==> src/rtl/charge_session_counter_pkg.sv <==
// Shared constants for the charge session counter: state encoding, legal
// per-Tick rates and the default saturation level.
package charge_session_counter_pkg;

  typedef enum logic [1:0] {
    ST_IDLE     = 2'd0,
    ST_CHARGING = 2'd1,
    ST_DONE     = 2'd2,
    ST_BAD      = 2'd3
  } state_e;

  localparam logic [3:0] RATE_SLOW = 4'd1;
  localparam logic [3:0] RATE_FAST = 4'd5;

  localparam int MAX_LEVEL_DEFAULT = 100;

  function automatic logic rate_legal(input logic [3:0] rate);
    return (rate == RATE_SLOW) || (rate == RATE_FAST);
  endfunction

endpackage

==> src/rtl/charge_session_counter.sv <==
// Charge session counter: a timed session that accumulates a latched per-Tick
// rate into a saturating level, ending on timeout, full charge or user Stop.
module charge_session_counter
  import charge_session_counter_pkg::*;
#(
  parameter int MAX_LEVEL = MAX_LEVEL_DEFAULT
) (
  input  logic        Clock,
  input  logic        ResetN,
  input  logic        CounterEnable,
  input  logic [3:0]  CounterInput,
  input  logic        Start,
  input  logic        Stop,
  input  logic [11:0] SessionTime,
  input  logic        Tick,
  output logic [11:0] PresentTime,
  output logic [7:0]  ChargeLevel,
  output logic [1:0]  State,
  output logic        Busy,
  output logic        Done,
  output logic        Reject
);

  localparam logic [8:0] LP_MAX9 = 9'(MAX_LEVEL);
  localparam logic [7:0] LP_MAX8 = 8'(MAX_LEVEL);

  state_e      r_state;
  logic [11:0] r_time;
  logic [7:0]  r_level;
  logic [3:0]  r_rate;
  logic        r_busy;
  logic        r_done;
  logic        r_reject;

  state_e      w_state_nxt;
  logic [11:0] w_time_nxt;
  logic [11:0] w_time_dec;
  logic [7:0]  w_level_nxt;
  logic [7:0]  w_level_sat;
  logic [8:0]  w_sum;
  logic [3:0]  w_rate_nxt;
  logic        w_reject_nxt;
  logic        w_accept;

  always_ff @(posedge Clock or negedge ResetN) begin
    if (!ResetN) begin
      r_state <= ST_IDLE;
    end else begin
      r_state <= w_state_nxt;
    end
  end

  always_comb begin
    w_state_nxt  = r_state;
    w_time_nxt   = r_time;
    w_level_nxt  = r_level;
    w_rate_nxt   = r_rate;
    w_reject_nxt = 1'b0;
    w_sum        = {1'b0, r_level} + {5'b0, r_rate};
    w_level_sat  = (w_sum >= LP_MAX9) ? LP_MAX8 : w_sum[7:0];
    w_time_dec   = r_time - 12'd1;
    w_accept     = (CounterEnable == 1'b1) && rate_legal(CounterInput) &&
                   (SessionTime != 12'd0);
    case (r_state)
      ST_IDLE: begin
        if (Start) begin
          if (w_accept) begin
            w_state_nxt = ST_CHARGING;
            w_time_nxt  = SessionTime;
            w_level_nxt = 8'd0;
            w_rate_nxt  = CounterInput;
          end else begin
            w_reject_nxt = 1'b1;
          end
        end
      end
      ST_CHARGING: begin
        // Stop wins over a coincident Tick: the session ends with no update.
        if (Stop) begin
          w_state_nxt = ST_DONE;
          w_time_nxt  = 12'd0;
        end else if (Tick) begin
          w_level_nxt = w_level_sat;
          if ((w_time_dec == 12'd0) || (w_level_sat == LP_MAX8)) begin
            w_state_nxt = ST_DONE;
            w_time_nxt  = 12'd0;
          end else begin
            w_time_nxt = w_time_dec;
          end
        end
      end
      ST_DONE: begin
        w_state_nxt = ST_IDLE;
      end
      default: begin
        w_state_nxt = ST_IDLE;
        w_time_nxt  = 12'd0;
      end
    endcase
  end

  always_ff @(posedge Clock or negedge ResetN) begin
    if (!ResetN) begin
      r_time   <= 12'd0;
      r_level  <= 8'd0;
      r_rate   <= 4'd0;
      r_busy   <= 1'b0;
      r_done   <= 1'b0;
      r_reject <= 1'b0;
    end else begin
      r_time   <= w_time_nxt;
      r_level  <= w_level_nxt;
      r_rate   <= w_rate_nxt;
      r_busy   <= (w_state_nxt == ST_CHARGING);
      r_done   <= (w_state_nxt == ST_DONE);
      r_reject <= w_reject_nxt;
    end
  end

  assign PresentTime = r_time;
  assign ChargeLevel = r_level;
  assign State       = r_state;
  assign Busy        = r_busy;
  assign Done        = r_done;
  assign Reject      = r_reject;

endmodule

==> config.mk <==
export PLATFORM = sky130hd
export DESIGN_NAME = charge_session_counter
export DESIGN_NICKNAME = d
export VERILOG_FILES = /design/src/rtl/charge_session_counter_pkg.sv /design/src/rtl/charge_session_counter.sv
export SDC_FILE = /design/constraint.sdc
export NUM_CORES = 1
export LEC_CHECK = 0
export CORE_MARGIN = 10
export CORE_UTILIZATION = 36
export CTS_CLUSTER_DIAMETER = 200
export CTS_CLUSTER_SIZE = 24
export DETAILED_ROUTE_END_ITERATION = 10
export GPL_TIMING_DRIVEN = 0
export SYNTH_ARGS = -nofsm -noshare
export SYNTH_HDL_FRONTEND = slang
export SYNTH_SLANG_ARGS = --single-unit
==> constraint.sdc <==
create_clock -name Clock -period 2.43 [get_ports Clock]
set_input_delay 0.486 -clock Clock [delete_from_list [all_inputs] [get_ports Clock]]
set_output_delay 0.486 -clock Clock [all_outputs]
set_load 0.02 [all_outputs]
== Word level (Yosys, flattened, before mapping) ==
Cells that the tools add are included.

* Bitwise logic cells: 1
* Eq/ne operators: 12
* Reduce and logical (&&, ||, !) cells: 11
* $lt $le $gt $ge: 1
* Multiplexer cells: 21
* Add/sub/neg operators: 2

{| class="wikitable"
|+ Operators by type and width
! kind !! count
|-
| $mux 12 || 5
|-
| $mux 8 || 5
|-
| $pmux 12 s3 || 1
|-
| $pmux 8 s2 || 1
|-
| $logic_not 12->1 || 1
|-
| $reduce_bool 12->1 || 1
|-
| $sub 12x1->12 const B || 1
|-
| $mux 2 || 5
|-
| $add 8x4->9 || 1
|-
| $ge 9x7->1 const B || 1
|-
| $eq 8x7->1 const B || 1
|-
| $ne 2x2->1 const B || 4
|-
| $reduce_and 5->1 || 1
|-
| $eq 2x1->1 const B || 2
|-
| $eq 2x2->1 const B || 2
|-
| $eq 4x1->1 const B || 1
|-
| $eq 4x3->1 const B || 1
|-
| $pmux 2 s2 || 1
|-
| $reduce_and 4->1 || 1
|-
| $mux 1 || 3
|-
| $ne 3x3->1 const B || 1
|-
| $reduce_and 3->1 || 1
|-
| $logic_and 1x1->1 || 2
|-
| $logic_not 2->1 || 1
|-
| other kinds (3) || 4
|}

* Output and inout port bits: 25
* Register bits: 29

== Logic depth before layout (Yosys ltp) ==
* Word-level depth: 10
* Depth in mapped cells: 11
* Mapped depth without buffers: 9

== Worst setup path after synthesis ==
Ideal clock, no wire load.

* Kind: register to register
* From: reg r_level[0], in the netlist ChargeLevel[0]
* To: reg r_busy, in the netlist Busy
* Data arrival time: 2.255 ns
* Setup time: 0.124 ns
* Setup slack: 0.051 ns
* Cell stages (with the launch flop): 10
* Cell sequence: dfrtp_1 > ha_1 > inv_1 > fa_1 > nor2b_1 > o31a_2 > xnor2_1 > o311ai_2 > and3_4 > a211o_2

* Cells in the longest elaborated chain, start to end: 10

{| class="wikitable"
|+ Ends and longest elaborated chain
! what !! RTL line !! text
|-
| from (decl) || charge_session_counter.sv:29 || <nowiki>logic [7:0] r_level;</nowiki>
|-
| from (signal assigned) || charge_session_counter.sv:112 || <nowiki>r_level <= w_level_nxt;</nowiki>
|-
| $add 8x4->9 (*) || charge_session_counter.sv:59 || <nowiki>w_sum = {1'b0, r_level} + {5'b0, r_rate};</nowiki>
|-
| $ge 9x7->1 || charge_session_counter.sv:60 || <nowiki>w_level_sat = (w_sum >= LP_MAX9) ? LP_MAX8 : w_sum[7:0];</nowiki>
|-
| $mux 8 (*) || charge_session_counter.sv:60 ||
|-
| $eq 8x7->1 (*) || charge_session_counter.sv:84 || <nowiki>if ((w_time_dec == 12'd0) || (w_level_sat == LP_MAX8)) begin</nowiki>
|-
| $logic_or 1x1->1 (*) || charge_session_counter.sv:84 ||
|-
| $mux 2 (*) || charge_session_counter.sv:84 ||
|-
| $mux 2 (*) || charge_session_counter.sv:82 || <nowiki>end else if (Tick) begin</nowiki>
|-
| $mux 2 (*) || charge_session_counter.sv:79 || <nowiki>if (Stop) begin</nowiki>
|-
| $pmux 2 s2 (*) || charge_session_counter.sv:64 || <nowiki>case (r_state)</nowiki>
|-
| $eq 2x1->1 (*) || charge_session_counter.sv:114 || <nowiki>r_busy <= (w_state_nxt == ST_CHARGING);</nowiki>
|-
| to (signal assigned) || charge_session_counter.sv:114 ||
|-
| to (decl) || charge_session_counter.sv:31 || <nowiki>logic r_busy;</nowiki>
|}

Mark *: on every way between the ends. The rest lies on a longest branch, timed or not.
A chain may end at the register's enable or synchronous reset.

== Final worst setup path ==
* From: reg r_level[3], in the netlist ChargeLevel[3]
* To: reg r_busy, in the netlist Busy

Same word-level chain as after synthesis.

==> run_results.csv <==
group,metric,value,unit
detailed_routing,firstDrtPassIters,4,
sta,fin_crit_sh,0.953,
floorplanning,die_y,91.6,µm
synthesis,synthesis.instances,200,
synthesis,postSynthAreaPerCell,9.24,µm²
clock_tree,cts_tree,"yes",
power,p_seq_frac,0.330,
synthesis,netlist_area,1850,µm²
global_routing,grt_pass1_vias,1823,
global_routing,antenna_found_initial,0,
clock_tree,clk_pin_slew,60,ps
detailed_routing,drc,0,
sta,clock.fmax,432,MHz
synthesis,yosysMostFrequentCell,"dfrtp_1",
clock_tree,cts_max_level,2,
job,maxCapViolations,0,
synthesis,synth_edf_count,0,
finish,diodes,0,
finish,drive_gt1_frac,0.160,
min_path,hold_path.class,"in2async",
worst_setup_path,critPathArrivalTime,2480,ps
sta,fin_crit,2320,ps
global_routing,grt_overflow,0,
sta,fin_ws,114,ps
place,hpwl,4.03,mm
power,p_leak,1.08,nW
worst_setup_path,crit_chain,"ha_2 -> nand2_2 -> o31ai_2 -> xor2_1 -> o311ai_2 -> and3_4 -> a211o_2",
worst_setup_path,endpoint_kind,"flip-flop",
sta,max-slew-margin-rel,0.556,
clock_tree,cts.sinks,29,
sta,tightest_slew,665,ps
floorplanning,io_pins,47,
worst_setup_path,critPathMaxFanout,7,
synthesis,synth_top_area_share,0.393,
power,p_sw,0.956,mW
synthesis,synthDistinctLibCells,50,
worst_setup_path,crit_type,"reg2reg",
clock_tree,cts-root-buf,"clkbuf_8",
power,p_int,1.38,mW
detailed_routing,viasPerCell,5.31,
clock_tree,clk_path_buf_depth,2,
finish,fin_util,0.510,
worst_setup_path,cp_slowest_cell,"dfrtp_1",
global_routing,grt.total_usage,0.131,
place,dp_worst_setup_slack,-450,ps
floorplanning,initial_core_util,0.367,
worst_setup_path,worstRegToRegCells,7,
detailed_routing,routed_wl,5.34,mm
clock_tree,insertion_delay,280,ps
power,peakVddDrop,0.417,mV
place,numPortBuffers,46,
detailed_routing,drtIter0Drc,70,
floorplanning,die_area,8400,µm²
worst_setup_path,cp.depth,7,
finish,areaGrowthSynthToFinish,39.1,%
power,pwr-share-clk,0.175,
floorplanning,num_rows,26,
power,p_per_area,907,nW/µm²
finish,fin_nets,286,
global_routing,grt_pass1_wl,8.94,mm
worst_setup_path,path_delay_family,"compound AO/OA/AOI/OAI gates",
worst_setup_path,r2r_start,"ChargeLevel[3]",
worst_setup_path,r2r_slack,110,ps
synthesis,synth-seq-area-share,0.393,
synthesis,postSynth.asyncResetShare,1.00,
detailed_routing,antenna_left,0,
global_routing,grt_start_max_net_pins,30,
worst_setup_path,r2r-end,"Busy",
sta,drv_slew,0,
power,p_sw_frac,0.410,
floorplanning,coreArea,5040,µm²
sta,setup_viol,0,
finish,fill_cells,487,
synthesis,synth_seq_cells,29,
floorplanning,die_w,91.6,µm
sta,whs,235,ps
synthesis,ys.flop_type,"dfrtp_1",
worst_setup_path,cp_data_required_time,2600,ps
synthesis,synth_common_cells,"dfrtp_1, nand2_1, nor2_1, inv_1, o21ai_0",
detailed_routing,wl_per_cell,16.3,µm
sta,clock_skew,3.36,ps
worst_setup_path,start_kind,"flip-flop",
synthesis,syn-num-nets,229,
clock_tree,numCtsBuffers,5,
worst_setup_path,worst-path-buf-inv,0,
place,place_congestion,0.880,
synthesis,synth_top_area_cell,"dfrtp_1",
detailed_routing,vias,1736,
power,pwr-share-comb,0.495,
sta,hold_viol,0,
synthesis,yosys_warnings,0,
status,run_status,"completed",
synthesis,synthTopCellsByArea,"dfrtp_1, nand2_1, ha_1, nor2_1, o21ai_0",
worst_setup_path,cpPeakStageDelay,410,ps
## how the worst max path moves through the flow
stage / endpoint / startpoint / slack, ps
6_report: Busy / ChargeLevel[3] / 110
5_1_grt: PresentTime[7] / ChargeLevel[0] / -10
4_1_cts: Busy / ChargeLevel[0] / 30
3_5_place_dp: PresentTime[11] / SessionTime[5] / -450
3_3_place_gp: PresentTime[11] / SessionTime[5] / -490
2_1_floorplan: Busy / ChargeLevel[0] / 50
## timing repair
action / CTS / global route
gates resized for setup: 6 / 10
gates cloned: 0 / 0
hold buffers: 0 / 0
setup buffers: 0 / 4
pin swaps: 1 / 6
endpoints found under the setup margin: 14 / 18
## final cells by class
type / count / area (µm²) / share of cell area
inverter: 12 / 45.0 / 0.0175
sequential: 29 / 726 / 0.282
multi-input combinational: 152 / 1090 / 0.423
tap: 70 / 87.6 / 0.0341
clock buffer: 7 / 86.3 / 0.0336
timing repair buffer: 50 / 485 / 0.189
buffer: 7 / 52.6 / 0.0204
## worst register-to-register path, delay by kind of cell (launching register included)
family,cells,cell delay [ps]
fa+ha+maj,1,410
compound gates,3,800
simple gates,2,310
xor+xnor,1,260
flops,1,410
## power by group through the flow
stage / combinational, mW / sequential [mW] / clock, mW
2_1_floorplan: 0.547 / 0.878 / 0
3_3_place_gp: 1.08 / 0.768 / 0
3_5_place_dp: 1.09 / 0.767 / 0
4_1_cts: 1.11 / 0.761 / 0.417
5_1_grt: 1.27 / 0.792 / 0.436
6_report: 1.15 / 0.769 / 0.408
## routing by layer
layer | up-vias | track usage | routed length (µm)
met5 | - | 0 | 0
met1 | 829 | 0.147 | 2240
met2 | 38 | 0.224 | 2690
met4 | 0 | 0.0457 | 86
met3 | 8 | 0.0497 | 315
li1 | 861 | - | -
## state kept, by name, indices dropped and copies added (netlist names)
| signal | flops |
|---|---|
| PresentTime | 12 |
| ChargeLevel | 8 |
| r_rate | 4 |
| State | 2 |
| Busy | 1 |
| Done | 1 |
| Reject | 1 |
## cells by family after synthesis
logic type               Yosys count  share of synthesized area
buffers and inverters             19                     0.0521
adder cells (fa/ha/maj)            7                     0.0515
AND/OR/NAND/NOR                   83                      0.242
XOR/XNOR                           7                     0.0332
flip-flops                        29                      0.393
AO/OA/AOI/OAI                     54                      0.222
multiplexers                       1                    0.00609
## placed cells by master, fill, tap and decap left out, types with 3 or more instances in the layout
cell type | Yosys | final
clkdlybuf4s50_1 | 0 | 45
dfrtp_1 | 29 | 29
nand2_1 | 27 | 25
inv_1 | 12 | 12
nor2_1 | 13 | 12
nand3_1 | 7 | 7
o21ai_0 | 9 | 7
a21oi_1 | 6 | 6
a31oi_1 | 7 | 6
buf_4 | 2 | 6
clkbuf_8 | 0 | 6
xor2_1 | 5 | 5
nand4_1 | 5 | 5
o211ai_1 | 5 | 5
nor2b_1 | 5 | 4
nor3_1 | 4 | 4
nand4b_1 | 4 | 4
nor4_1 | 4 | 4
a22oi_1 | 4 | 4
o221ai_1 | 4 | 4
ha_1 | 6 | 4
clkbuf_2 | 2 | 3
nand2_2 | 1 | 3
nand3b_1 | 3 | 3
## per-stage QoR
step / area (µm²) / std cells / TNS (ps) / power [mW]
2_1_floorplan: 1850 / 200 / 0 / 1.42
3_3_place_gp: 2400 / 316 / -3540 / 1.85
3_5_place_dp: 2390 / 316 / -3390 / 1.86
4_1_cts: 2500 / 323 / 0 / 2.29
5_1_grt: 2570 / 327 / -20.5 / 2.50
6_report: 2570 / 327 / 0 / 2.33
Note: power is estimated with default switching activity, not from simulation.
